===== src/rtl/display_pkg.sv =====
// display_pkg: shared FSM state encoding, mode indices and default limits
// for the display mode controller.
`default_nettype none

package display_pkg;

    typedef enum logic [1:0] {
        ST_IDLE = 2'd0,
        ST_REQ  = 2'd1,
        ST_WAIT = 2'd2
    } conv_state_t;

    localparam int c_mode_speed    = 0;
    localparam int c_mode_distance = 1;
    localparam int c_mode_clock    = 2;
    localparam int c_mode_average  = 3;

    localparam int c_def_num_modes       = 4;
    localparam int c_def_speed_width     = 12;
    localparam int c_def_overspeed_limit = 65;
    localparam int c_def_stop_limit      = 6;
    localparam int c_def_col_mode        = c_mode_clock;

    localparam int c_scroll_secs = 5;

endpackage

`default_nettype wire


===== src/rtl/display_mode_ctrl_if.sv =====
// display_mode_ctrl_if: button/tick/speed/converter inputs and display outputs
// of the display mode controller, with master (driver) and slave (DUT) views.
`default_nettype none

interface display_mode_ctrl_if
    import display_pkg::*;
#(
    parameter int NUM_MODES   = c_def_num_modes,
    parameter int SPEED_WIDTH = c_def_speed_width
);
    localparam int SEL_W = $clog2(NUM_MODES);

    logic                   mode;
    logic                   half_sec_pulse;
    logic                   sec_pulse;
    logic [SPEED_WIDTH-1:0] speed;
    logic                   conv_valid;
    logic [SEL_W-1:0]       mode_sel;
    logic [NUM_MODES-1:0]   mode_lamp;
    logic                   conv_start;
    logic                   disp_load;
    logic                   point;
    logic                   col;
    logic                   en_accum;

    modport master (
        output mode, half_sec_pulse, sec_pulse, speed, conv_valid,
        input  mode_sel, mode_lamp, conv_start, disp_load, point, col, en_accum
    );

    modport slave (
        input  mode, half_sec_pulse, sec_pulse, speed, conv_valid,
        output mode_sel, mode_lamp, conv_start, disp_load, point, col, en_accum
    );

endinterface

`default_nettype wire


===== src/rtl/conv_req_arbiter.sv =====
// conv_req_arbiter: turns request pulses into single converter handshakes,
// holding at most one request that arrives while a conversion is in flight.
`default_nettype none

module conv_req_arbiter
    import display_pkg::*;
(
    input  wire logic clock,
    input  wire logic reset,
    input  wire logic i_req,
    input  wire logic i_conv_valid,
    output logic      o_conv_start,
    output logic      o_disp_load
);

    conv_state_t r_state;
    logic        r_pending;
    logic        r_conv_start;
    logic        r_disp_load;

    always_ff @(posedge clock) begin
        if (reset) begin
            r_state      <= ST_IDLE;
            r_pending    <= 1'b0;
            r_conv_start <= 1'b0;
            r_disp_load  <= 1'b0;
        end else begin
            r_conv_start <= 1'b0;
            r_disp_load  <= 1'b0;
            case (r_state)
                ST_IDLE: begin
                    if (i_req) begin
                        r_state      <= ST_REQ;
                        r_conv_start <= 1'b1;
                    end
                end
                ST_REQ: begin
                    r_state <= ST_WAIT;
                    if (i_req) begin
                        r_pending <= 1'b1;
                    end
                end
                ST_WAIT: begin
                    if (i_conv_valid) begin
                        r_disp_load <= 1'b1;
                        // A request landing on the completion cycle is served like a pending one
                        if (r_pending || i_req) begin
                            r_state      <= ST_REQ;
                            r_conv_start <= 1'b1;
                            r_pending    <= 1'b0;
                        end else begin
                            r_state <= ST_IDLE;
                        end
                    end else if (i_req) begin
                        r_pending <= 1'b1;
                    end
                end
                default: begin
                    r_state <= ST_IDLE;
                end
            endcase
        end
    end

    assign o_conv_start = r_conv_start;
    assign o_disp_load  = r_disp_load;

endmodule

`default_nettype wire


===== src/rtl/display_mode_ctrl.sv =====
// display_mode_ctrl: mode cycling, lamp blinking, segment control and converter
// request generation. Optional DISPLAY_AUTO_SCROLL_EN advances the mode every 5 idle seconds.
`default_nettype none

module display_mode_ctrl
    import display_pkg::*;
#(
    parameter int NUM_MODES       = c_def_num_modes,
    parameter int SPEED_WIDTH     = c_def_speed_width,
    parameter int OVERSPEED_LIMIT = c_def_overspeed_limit,
    parameter int STOP_LIMIT      = c_def_stop_limit,
    parameter int COL_MODE        = c_def_col_mode
)(
    input  wire logic           clock,
    input  wire logic           reset,
    display_mode_ctrl_if.slave  bus
);

    localparam int SEL_W = $clog2(NUM_MODES);
    localparam logic [SEL_W-1:0] c_last_mode = SEL_W'(NUM_MODES - 1);
    localparam logic [SEL_W-1:0] c_col_mode  = SEL_W'(COL_MODE);

    logic [SEL_W-1:0]     r_mode_sel;
    logic                 r_blink;
    logic [NUM_MODES-1:0] r_lamp;
    logic                 r_en_accum;
    logic                 r_point;
    logic                 r_col;
    logic                 r_mode_req;

    logic                 w_mode_pulse;
    logic [SEL_W-1:0]     w_mode_next;
    logic                 w_overspeed;
    logic                 w_moving;
    logic                 w_req;
    logic [NUM_MODES-1:0] w_lamp_next;

`ifdef DISPLAY_AUTO_SCROLL_EN
    logic [2:0] r_scroll_cnt;
    logic       w_scroll;

    assign w_scroll = bus.sec_pulse && !bus.mode && (r_scroll_cnt == 3'(c_scroll_secs - 1));

    always_ff @(posedge clock) begin
        if (reset || bus.mode || w_scroll) begin
            r_scroll_cnt <= 3'd0;
        end else if (bus.sec_pulse) begin
            r_scroll_cnt <= r_scroll_cnt + 3'd1;
        end
    end

    assign w_mode_pulse = bus.mode | w_scroll;
`else
    assign w_mode_pulse = bus.mode;
`endif

    assign w_mode_next = (r_mode_sel == c_last_mode) ? '0 : r_mode_sel + SEL_W'(1);
    assign w_overspeed = bus.speed > SPEED_WIDTH'(OVERSPEED_LIMIT);
    assign w_moving    = bus.speed >= SPEED_WIDTH'(STOP_LIMIT);
    // A mode pulse coinciding with sec_pulse is already covered by that request
    assign w_req       = bus.sec_pulse | r_mode_req;

    always_comb begin
        w_lamp_next = '0;
        for (int i = 0; i < NUM_MODES; i++) begin
            w_lamp_next[i] = (r_mode_sel == SEL_W'(i)) | (w_overspeed & r_blink);
        end
    end

    always_ff @(posedge clock) begin
        if (reset) begin
            r_mode_sel <= '0;
            r_blink    <= 1'b0;
            r_lamp     <= '0;
            r_en_accum <= 1'b0;
            r_point    <= 1'b0;
            r_col      <= 1'b0;
            r_mode_req <= 1'b0;
        end else begin
            r_blink    <= r_blink ^ bus.half_sec_pulse;
            r_lamp     <= w_lamp_next;
            r_en_accum <= w_moving;
            r_mode_req <= w_mode_pulse & ~bus.sec_pulse;
            if (w_mode_pulse) begin
                r_mode_sel <= w_mode_next;
                r_col      <= 1'b0;
                r_point    <= (w_mode_next < c_col_mode);
            end else if (bus.sec_pulse) begin
                r_point <= (r_mode_sel < c_col_mode);
                r_col   <= (r_mode_sel == c_col_mode) ? ~r_col : 1'b0;
            end
        end
    end

    conv_req_arbiter u_arbiter (
        .clock        (clock),
        .reset        (reset),
        .i_req        (w_req),
        .i_conv_valid (bus.conv_valid),
        .o_conv_start (bus.conv_start),
        .o_disp_load  (bus.disp_load)
    );

    assign bus.mode_sel  = r_mode_sel;
    assign bus.mode_lamp = r_lamp;
    assign bus.en_accum  = r_en_accum;
    assign bus.point     = r_point;
    assign bus.col       = r_col;

endmodule

`default_nettype wire


===== src/flat_wrapper.sv =====
// flat-port wrapper written by rule: the top's interface ports become plain ports
module display_mode_ctrl_flat import display_pkg::*;
#(
    parameter int NUM_MODES       = c_def_num_modes,
    parameter int SPEED_WIDTH     = c_def_speed_width,
    parameter int OVERSPEED_LIMIT = c_def_overspeed_limit,
    parameter int STOP_LIMIT      = c_def_stop_limit,
    parameter int COL_MODE        = c_def_col_mode
)
  (clock, reset, bus_mode, bus_half_sec_pulse, bus_sec_pulse, bus_speed, bus_conv_valid, bus_mode_sel, bus_mode_lamp, bus_conv_start, bus_disp_load, bus_point, bus_col, bus_en_accum);
  display_mode_ctrl_if #(.NUM_MODES(NUM_MODES), .SPEED_WIDTH(SPEED_WIDTH)) bus_i ();
  input  wire logic clock;
  input  wire logic reset;
  input wire logic [$bits(bus_i.mode)-1:0] bus_mode;
  input wire logic [$bits(bus_i.half_sec_pulse)-1:0] bus_half_sec_pulse;
  input wire logic [$bits(bus_i.sec_pulse)-1:0] bus_sec_pulse;
  input wire logic [$bits(bus_i.speed)-1:0] bus_speed;
  input wire logic [$bits(bus_i.conv_valid)-1:0] bus_conv_valid;
  output wire logic [$bits(bus_i.mode_sel)-1:0] bus_mode_sel;
  output wire logic [$bits(bus_i.mode_lamp)-1:0] bus_mode_lamp;
  output wire logic [$bits(bus_i.conv_start)-1:0] bus_conv_start;
  output wire logic [$bits(bus_i.disp_load)-1:0] bus_disp_load;
  output wire logic [$bits(bus_i.point)-1:0] bus_point;
  output wire logic [$bits(bus_i.col)-1:0] bus_col;
  output wire logic [$bits(bus_i.en_accum)-1:0] bus_en_accum;
  assign bus_i.mode = bus_mode;
  assign bus_i.half_sec_pulse = bus_half_sec_pulse;
  assign bus_i.sec_pulse = bus_sec_pulse;
  assign bus_i.speed = bus_speed;
  assign bus_i.conv_valid = bus_conv_valid;
  assign bus_mode_sel = bus_i.mode_sel;
  assign bus_mode_lamp = bus_i.mode_lamp;
  assign bus_conv_start = bus_i.conv_start;
  assign bus_disp_load = bus_i.disp_load;
  assign bus_point = bus_i.point;
  assign bus_col = bus_i.col;
  assign bus_en_accum = bus_i.en_accum;
  display_mode_ctrl #(.NUM_MODES(NUM_MODES), .SPEED_WIDTH(SPEED_WIDTH), .OVERSPEED_LIMIT(OVERSPEED_LIMIT), .STOP_LIMIT(STOP_LIMIT), .COL_MODE(COL_MODE)) u_core (.clock(clock), .reset(reset), .bus(bus_i));
endmodule

===== config.mk =====
export PLATFORM = sky130hd
export DESIGN_NAME = display_mode_ctrl_flat
export DESIGN_NICKNAME = d
export VERILOG_FILES = /design/src/rtl/display_pkg.sv /design/src/rtl/display_mode_ctrl_if.sv /design/src/rtl/conv_req_arbiter.sv /design/src/rtl/display_mode_ctrl.sv /design/src/flat_wrapper.sv
export SDC_FILE = /design/constraint.sdc
export NUM_CORES = 1
export LEC_CHECK = 0
export CAP_MARGIN = 20
export CORE_MARGIN = 5
export CORE_UTILIZATION = 40
export CTS_CLUSTER_DIAMETER = 150
export DETAILED_ROUTE_END_ITERATION = 10
export PLACE_DENSITY = 0.73
export SLEW_MARGIN = 20
export SYNTH_ARGS = -nofsm -noshare
export SYNTH_HDL_FRONTEND = slang
export SYNTH_HIERARCHICAL = 1
export SYNTH_SLANG_ARGS = --single-unit

===== constraint.sdc =====
create_clock -name clock -period 1.3 [get_ports clock]
set_input_delay 0.13 -clock clock [delete_from_list [all_inputs] [get_ports clock]]
set_output_delay 0.13 -clock clock [all_outputs]
set_load 0.05 [all_outputs]

* Yosys cells after proc, flatten, opt, wreduce, memory -nomap -nowiden *
Index checks and enable logic that the tools add are counted.
W data, S select, Z words.

word-level totals
  output and inout port bits = 11
  word-level logic and storage cells = 61
  flip-flop bits (word level) = 16

cells by class
  bitwise operators = 11
  mux-type cells = 17
  reductions and logical operators = 9
  equality and inequality tests = 8
  magnitude comparators = 4
  $add $sub $neg = 1

operators with widths
  operator               count
  $ge A12 B3 Y1 const B  1
  $gt A12 B7 Y1 const B  1
  $mux W1                11
  $eq A2 B2 Y1 const B   3
  $mux W2                3
  $pmux W2 S3            1
  $or A1 B1 Y1           5
  $eq A2 B1 Y1 const B   2
  $logic_not A2 Y1       2
  $lt A2 B2 Y1 const B   2
  $ne A2 B2 Y1 const B   2
  $pmux W1 S2            2
  $reduce_and A2 Y1      2
  $reduce_bool A2 Y1     2
  $reduce_or A2 Y1       2
  $ne A3 B3 Y1 const B   1
  $not A1 Y1             3
  $add A2 B1 Y2 const B  1
  $and A1 B1 Y1          2
  $logic_or A1 B1 Y1     1
  $xor A1 B1 Y1          1

* Longest topological paths before layout *
Gate-level depths: netlist of the first run.

  depth after elaboration = 5
  mapped depth = 5
  gate-level depth less buffers = 5

* Cells and area by module *
The synthesis of the first run kept the hierarchy.

modules (own cells, without submodules)
  module             area each (um^2)  cells each  seq. area each (um^2)  times used
  display_mode_ctrl  498.0             53          220.2                  1
  conv_req_arbiter   191.4             18          100.1                  1

* Least setup slack after synthesis of the first run *
No wires, ideal clock.

  path kind = register to register
  start point = register u_core.r_mode_sel[1] (netlist: u_core/bus.mode_sel[1])
  end point = register u_core.r_col (netlist: u_core/bus.col)
  period minus slack after synthesis = 1.438 ns
  cell stages (with the launch flop) = 5
  data arrival time = 1.360 ns
  path slack = -0.138 ns
  cells stage by stage = dfxtp_1 -> ha_1 -> nand2_1 -> mux2_2 -> nor3_1

between the ends
  word-level cells in the longest chain between the ends = 2

ends and longest elaborated chain
  what                    line                     RTL
  start, declared         display_mode_ctrl.sv:23  logic [SEL_W-1:0] r_mode_sel;
  start signal, assigned  display_mode_ctrl.sv:85  r_mode_sel <= w_mode_next;
  $eq A2 B2 Y1            display_mode_ctrl.sv:90  r_col <= (r_mode_sel == c_col_mode) ? ~r_col : 1'b0;
  $mux W1                 display_mode_ctrl.sv:90
  end signal, assigned    display_mode_ctrl.sv:90
  end, declared           display_mode_ctrl.sv:28  logic r_col;

No other way between the ends.
A chain may end at the register's enable or synchronous reset.

* Final worst setup path of the first run *
  start point = input bus_speed[4]
  end point = register u_core.r_lamp[0] (netlist: u_core/bus.mode_lamp[0])

between the ends
  word-level cells in the longest chain between the ends = 3

ends and longest elaborated chain
  what                  line                     RTL
  start, declared       flat_wrapper.sv:17       input wire logic [$bits(bus_i.speed)-1:0] bus_speed;
  $gt A12 B7 Y1         display_mode_ctrl.sv:58  assign w_overspeed = bus.speed > SPEED_WIDTH'(OVERSPEED_LIMIT);
  $and A1 B1 Y1         display_mode_ctrl.sv:66  w_lamp_next[i] = (r_mode_sel == SEL_W'(i)) | (w_overspeed & r_blink);
  $or A1 B1 Y1          display_mode_ctrl.sv:66
  end signal, assigned  display_mode_ctrl.sv:81  r_lamp <= w_lamp_next;
  end, declared         display_mode_ctrl.sv:25  logic [NUM_MODES-1:0] r_lamp;

No other way between the ends.

==> results of run 1 <==
## sequential cells by signal, indices dropped and copies added, names as in the netlist
name	count
u_core/u_arbiter/o_conv_start	1
u_core/u_arbiter/o_disp_load	1
u_core/r_blink	1
u_core/bus.mode_lamp	4
u_core/bus.en_accum	1
u_core/r_mode_req	1
u_core/u_arbiter/r_pending	1
u_core/u_arbiter/r_state	2
u_core/bus.col	1
u_core/bus.mode_sel	2
u_core/bus.point	1
## worst max-delay path, stage by stage
cell             delay [ps]
clkdlybuf4s50_1         400
or3_4                   390
o31ai_2                 320
a211oi_1                130
## stage by stage
stage / worst slack, ps / hold slack (ps) / instance area (sq um)
floorplan: 78.79 / 202.4 / 691.9
global placement: -174.1 / 479.8 / 1112
detailed placement: -213.4 / 487.5 / 1112
CTS: 83.68 / 455.5 / 1149
global route: 7.720 / 476.3 / 1149
finish: 87.80 / 461.2 / 1149
## worst paths after layout
| kind | cells past startpoint | slack, ps | end |
|---|---|---|---|
| hold reg to reg | 2 | 500 | u_core/u_arbiter/r_pending |
| setup / recovery | 4 | 90 | u_core/bus.mode_lamp[0] |
| setup reg to reg | 5 | 90 | u_core/bus.col |
| hold / removal | 3 | 460 | u_core/r_blink |
## placed cells by master, fill, tap and decap left out, types with 2 or more instances in the layout
cell and count:
a211oi_1 5, buf_12 11, dfxtp_1 14, nor3_1 7
a21oi_1 3, clkbuf_4 3, mux2i_1 3, nor2_1 10
buf_4 3, ha_1 4, inv_1 5, dfxtp_2 2
nand2_1 3, clkdlybuf4s50_1 16
## power by group
| group | leakage, nW | internal (mW) | switching [mW] |
|---|---|---|---|
| registers | 0.133 | 0.528 | 0.0444 |
| logic | 0.296 | 0.184 | 0.160 |
| clock network | 0.0210 | 0.170 | 0.153 |
| total | 0.449 | 0.882 | 0.357 |
## metal layers
metal	routed length [microns]	GRT usage (%)	vias up
met4	6	5.240	0
met3	80	2.292	2
li1	-	-	319
met1	617	12.86	298
met5	0	0	-
met2	838	24.58	24
## area by class of cell
type                            instances  area share [%]
Sequential cell                        16           28.10
Tap cell                               17           1.852
Inverter                                5           1.634
Timing Repair Buffer                   30           35.08
Multi-Input combinational cell         49           30.17
Clock buffer                            4           3.159
## kinds of logic (layout without fill, tap and decap cells)
family                     after synthesis  in the layout
adders and majority gates                4              4
xor gates and xnor gates                 1              1
buffers and inverters                    6             39
muxes                                    4              4
AOI/OAI and AO/OA                       15             15
DFF                                     16             16
and+or+nand+nor                         25             25
==> results list, run 1 <==
- Adder and majority cell fraction of the synthesized area: 7.260%
- Post-layout min period: 1212 ps
- The worst setup path is captured at a flop.
- The biggest area contributor in the post-synthesis netlist is dfxtp_1.
- Summing all flip-flop and latch instances after layout gives 322.8 sq um.
* First-pass GRT wire length: 2566 microns
- Flip-flop and latch count after synthesis: 16
- Of the total synthesized cell area, the portion taken by AND, OR, NAND and NOR gates is 18.33%.
- Standby leakage power: 0.4494 nW
- Detailed routing inserted a total of 643 vias.
- Derived from the worst setup path, the maximum achievable clock frequency is 0.8249 GHz.
- Area grow syn2layout: 66.61%
- DRC Markers: 0
- After layout, the worst path uses 93.25% of the clock period.
- The tool flagged a number of max-cap violations equal to 0.
- Measured on the finished design, the core utilization comes to 68.00%.
- For this design, the CTS-stage hold fixing added 0 buffers.
* Number of search-and-repair iterations in the first detailed-routing pass: 4
* CTS Buf Count: 3
* Clock tree skew after final layout: 0.2280 ps
- Launch point of the worst hold path: bus_half_sec_pulse
* Number of routed nets with antenna violations: 0
* Initial Util: 40.81%
- Of all nets on the critical path, the largest fanout is 4.
- The synthesized netlist devotes 17.42% of its cell area to compound gates.
* CTS tree: built
* Placed wire-length estimate: 1257 microns
* Number of sinks driven by the clock tree: 16
- In the final layout, the share of cells above drive strength 1 is 25.96%.
- Required arrival time at the worst endpoint: 1450 ps
* Final Hold Vio Count: 0
- In the final timing run, aggregate negative setup slack is 0 ps.
* Yosys top cell area share: 46.46%
- The worst register-to-register path begins at u_core/bus.mode_sel[0].
* Drt initial violations: 8
* Clock tree buffer depth: 2
- Most used standard cell by instance count after synthesis: dfxtp_1
* Cell count after placement: 117
* Unrepaired setup endpoints after global routing: no
* Y dimension of the die: 51.52 microns
- Pin count of the biggest net entering global routing: 10
- For the worst-skew pair, the clock arrives at the later sink with an insertion delay of 280 ps.
* Final number of max-transition violations: 0
* FILL cells: 129
- Critical path launch point: bus_speed[4]
- Leaving out filler cells and counting taps, the final layout contains 121.
- By area, the combinational part of the netlist is dominated by simple AND/OR/NAND/NOR gates.
- Number of instances in the synthesized netlist: 71
- EDFF count, synth: 0
- The critical path is of the input port to flop type.
- Final layout net count: 127
* Peak supply drop: 703.6 uV
* Post-synth net total: 93
- Data arrival at the endpoint of the critical path: 1370 ps
- In this run the count of I/O pins placed on the die edge is 29.
* Distinct cells, synth: 24
- Per-cell via count in the routed design: 5.314
- Standard-cell rows: 15
- Area of the multi-input gates: 346.6 sq um
- CTS built an H-tree with a depth of 1.
- After clock tree synthesis, the repair step resized 0 gates.
* Antenna diodes: 0
- In this run the worst hold path is classified as input port to flop.
* Postcts setup bufs: 0
* Horiz. Die Dim: 51.52 microns
- Sequential cell area fraction in the yosys report: 46.46%
- Multiplexer share of the synthesized area: 5.989%
- Proportion of register bits with asynchronous set or reset after synthesis: 0%
* Power per cell area: 1078 nW/um^2
- In this run the tightest slew margin relative to its limit is 76.64%.
* Top flip-flop cell by instance count after synthesis: dfxtp_1
- Final-report setup violation count: 0
* Remaining global-route overflow: 0
- The congestion estimate from routability-driven global placement came to 0.7051.
- Standard cell core area: 1689 sq um
- Share of the synthesized netlist area taken by xor and xnor gates: 1.270%
* Wire length after detailed routing: 1543 microns
- Outcome: complete, no violations
* Synth cell count leaders: 16 x dfxtp_1, 10 x nor2_1, 7 x nor3_1, 5 x a211oi_1, 5 x inv_1
- Largest cells by area after synthesis: dfxtp_1 46%, ha_1 7.3%, a211oi_1 5.4%
* Slew at the pin closest to its max-slew limit: 348.3 ps
- The initial antenna violation count came to 0.
- Total routing resource utilization after global routing: 12.59%
* Startpoint type of the worst setup path: input port
* Average cell area after synthesis: 9.710 sq um
- In the final routed layout, each cell accounts on average for 12.75 microns.
- After clock tree synthesis, the clock-pin slew on the worst setup and hold paths is 90 ps.
* Number of port buffers: 27
- Number of warning messages in the yosys log: 6
- The tree is rooted in a clkbuf_4.
- Summing every instance area after synthesis gives 689.4 sq um.
* Total power: 1.239 mW
* Die Outline Area: 2654 sq um
- The via count of the first global-routing pass came to 634.
No activity file was read; power rests on OpenSTA's default activity.
==> inputs of run 2 (changes only) <==
Settings changed: ABC_AREA from default to 1, CORE_UTILIZATION 40 to 39, PLACE_DENSITY 0.73 to 0.72.
==> results list, run 2 <==
* Per-cell via count in the routed design: 4.746 (-11%)
* Distinct cells, synth: 17 (-29%)
- Number of maximum-capacitance violations: 0 (unchanged)
* Critical path class: flop to flop
- Number of port buffers: 27 (unchanged)
- Final worst setup slack: 106.0 ps (+18.21 ps)
* Tightest Hold Check Type: input port to flop
- The tree is rooted in a clkbuf_4.
- The maximum number of pins on one net before global-route repair was 10 (unchanged).
- Data arrival at the endpoint of the critical path: 1410 ps (+40 ps)
- Final-report setup violation count: 0 (unchanged)
* Proportion of register bits with asynchronous set or reset after synthesis: 0% (unchanged)
- The core footprint came to 1559 sq um (-7.7%).
- STA classifies the critical path startpoint as a flop.
* Max reg flops: 4 (unchanged)
- The iteration count of the initial detailed-routing pass is 4 (unchanged).
- EDFF count, synth: 0 (unchanged)
* First-pass GRT wire length: 2270 microns (-12%)
- The utilization of the core after routing came to 71.59% (+3.6 points).
- The relative max-transition margin came to 84.58% (+7.9 points).
* Most common library cell in the layout ignoring fill and taps: clkdlybuf4s50_1
- The leakage power figure was 0.4872 nW (+8.4%).
- Largest cells by area after synthesis: dfxtp_1 49%, a21oi_1 9.1%, ha_1 7.6%
- The detailed-route wire length per cell was 10.68 microns (-16%).
- CTS Buf Count: 3 (unchanged)
- The total nets after synthesis is 103 (+11%).
- Sequential cell area fraction in the yosys report: 48.58% (+2.1 points)
* Postcts setup bufs: 0 (unchanged)
* Total routing resource utilization after global routing: 11.27% (-1.3 points)
- The count of pins on the block boundary was 29 (unchanged).
- The most common cell in the synthesized netlist is dfxtp_1.
- The final-layout worst hold slack was 419.5 ps (-41.70 ps).
- The count of nets after finishing came to 137 (+7.9%).
- Peak supply drop: 687.2 uV (-2.3%)
* Clock slew seen by the registers of the worst setup and hold paths: 90 ps (about the same)
- Traced cell by cell, the critical path runs through inv_1, ha_1, o21ai_2, nor2_1, nor3_2.
- Die Outline Area: 2613 sq um (-1.5%)
- The clock sink count is 16 (unchanged).
* Highest fanout seen on the critical path: 6 (+2)
- Largest stage delay on the critical path: 410 ps (about the same)
- Standard-cell rows: 14 (-1)
- The via count of the first global-routing pass was 585 (-7.7%).
* Wire length after detailed routing: 1388 microns (-10%)
* Required arrival time at the worst endpoint: 1510 ps (+60 ps)
* Synth area leader: dfxtp_1
- Top flip-flop cell by instance count after synthesis: dfxtp_1
- Synth cell count leaders: 16 x dfxtp_1, 12 x a21oi_1, 11 x inv_1, 10 x nand2_1, 10 x nor2_1
- Outcome: complete, no violations
- The kind of cell with the highest combined delay along the critical path is flip-flops.
* Y dimension of the die: 51.12 microns (-0.77%)
- Remaining global-route overflow: 0 (unchanged)
- The post-route minimum period is 1194 ps (-18.21 ps).
- Final number of max-transition violations: 0 (unchanged)
- TritonCTS built the clock tree.
- Worst slack at placement: -59.23 ps (+154.2 ps)
* Critical-path top delay cell: dfxtp_2
- FILL cells: 123 (-4.7%)
- The insertion delay to the later sink of the worst-skew pair is 280 ps (about the same).
- The routability-driven placement congestion ratio is 0.7792 (+11%).
- The cts-stage hold buffer count came to 0 (unchanged).
* Power per cell area: 1130 nW/um^2 (+4.8%)
- The storage element area came to 322.8 sq um (unchanged).
- The cell count after synthesis is 81 (+14%).
- Antenna diodes: 0 (unchanged)
* Number of antenna violations at the first check in global routing: 0 (unchanged)
* Final Hold Vio Count: 0 (unchanged)
- Area grow syn2layout: 69.26%
- The count of buffer and inverter cells on the critical path came to 1 (unchanged).
- Leaving out fill and tap cells, the most frequent cells in the layout are 16 x clkdlybuf4s50_1, 14 x dfxtp_1, 12 x a21oi_1.
* Average cell area after synthesis: 8.141 sq um (-16%)
- The iteration-0 DRC count of the detailed router came to 7 (-1).
- The maximum buffer depth of the clock tree was 2 (unchanged).
- The half-perimeter wire length of the detailed placement result was 1160 microns (-7.7%).
* Via count of the routed design: 617 (-4.0%)
* Initial Util: 42.30% (+1.5 points)
* Number of warning messages in the yosys log: 6 (unchanged)
* Total number of H-tree levels: 1 (unchanged)
- Highest Clock Rate: 0.8375 GHz (+1.5%)
- Post_cts resized: 0 (unchanged)
- Slew at the pin closest to its max-slew limit: 230.6 ps (-117.7 ps)
- The DRC violations left came to 0 (unchanged).
* Synthesized cell area: 659.4 sq um (-4.4%)
* Number of routed nets with antenna violations: 0 (unchanged)
- Flip-flop and latch count after synthesis: 16 (unchanged)
* Ratio of cells with drive above 1 in the final layout: 22.81% (-3.2 points)
* Reg2Reg Setup Slack: 110 ps (+20 ps)
* Yosys top cell area share: 48.58% (+2.1 points)
- Area of the multi-input gates: 289.0 sq um (-17%)
* Setup crit end kind: flop
- The horizontal die dimension was 51.12 microns (-0.77%).
* Unrepaired setup endpoints after global routing: no
- Clock tree skew after final layout: 2.276 ps (+2.048 ps)
* Final Cycle Share: 91.85% (-1.4 points)
-- run 2: area by class of cell --
class,instances,area share [%]
Tap cell,16,1.794
Inverter,12,4.036
Sequential cell,16,28.92
Clock buffer,4,3.251
Multi-Input combinational cell,52,25.90
Timing Repair Buffer,30,36.10
-- run 2: final timing paths --
kind | startpoint | endpoint | cells past startpoint
worst max-delay path | u_core/bus.mode_sel[0] | u_core/bus.point | 5
worst min-delay path | bus_conv_valid | u_core/u_arbiter/o_disp_load | 3
worst min register to register | u_core/u_arbiter/r_state[1] | u_core/u_arbiter/o_disp_load | 2
worst max register to register | u_core/bus.mode_sel[0] | u_core/bus.point | 5
-- run 2: tightest hold or removal path, cell delays in order --
cell and delay (ps):
clkdlybuf4s50_1 400, inv_1 80, nor3_1 50
-- run 2: metal layers --
| layer | vias up | track usage [%] | routed length, microns |
|---|---|---|---|
| met5 | - | 0 | 0 |
| met4 | 0 | 6.726 | 14 |
| met3 | 2 | 3.198 | 76 |
| met2 | 21 | 18.45 | 685 |
| met1 | 267 | 13.01 | 611 |
| li1 | 327 | - | - |
-- run 2: cell families after synthesis --
kind of cell	Yosys count	share of synthesized area (%)
and+or+nand+nor	32	22.20
xor gates and xnor gates	1	1.329
DFF	16	48.58
AOI/OAI and AO/OA	15	12.71
buffers and inverters	13	7.589
adders and majority gates	4	7.590
-- run 2: stage by stage --
stage	total power, mW	instance area, sq um	cells	TNS (ps)
CTS	1.279	1116	130	0
global route	1.329	1116	130	0
finish	1.261	1116	130	0
global placement	0.9474	1080	126	-46.85
floorplan	0.7488	661.9	81	0
detailed placement	0.9546	1080	126	-59.23
-- run 2: report_power, final --
part	internal, mW	leakage [nW]	switching (mW)
Combinational	0.190	0.333	0.181
Sequential	0.533	0.133	0.0378
Clock	0.170	0.0210	0.150
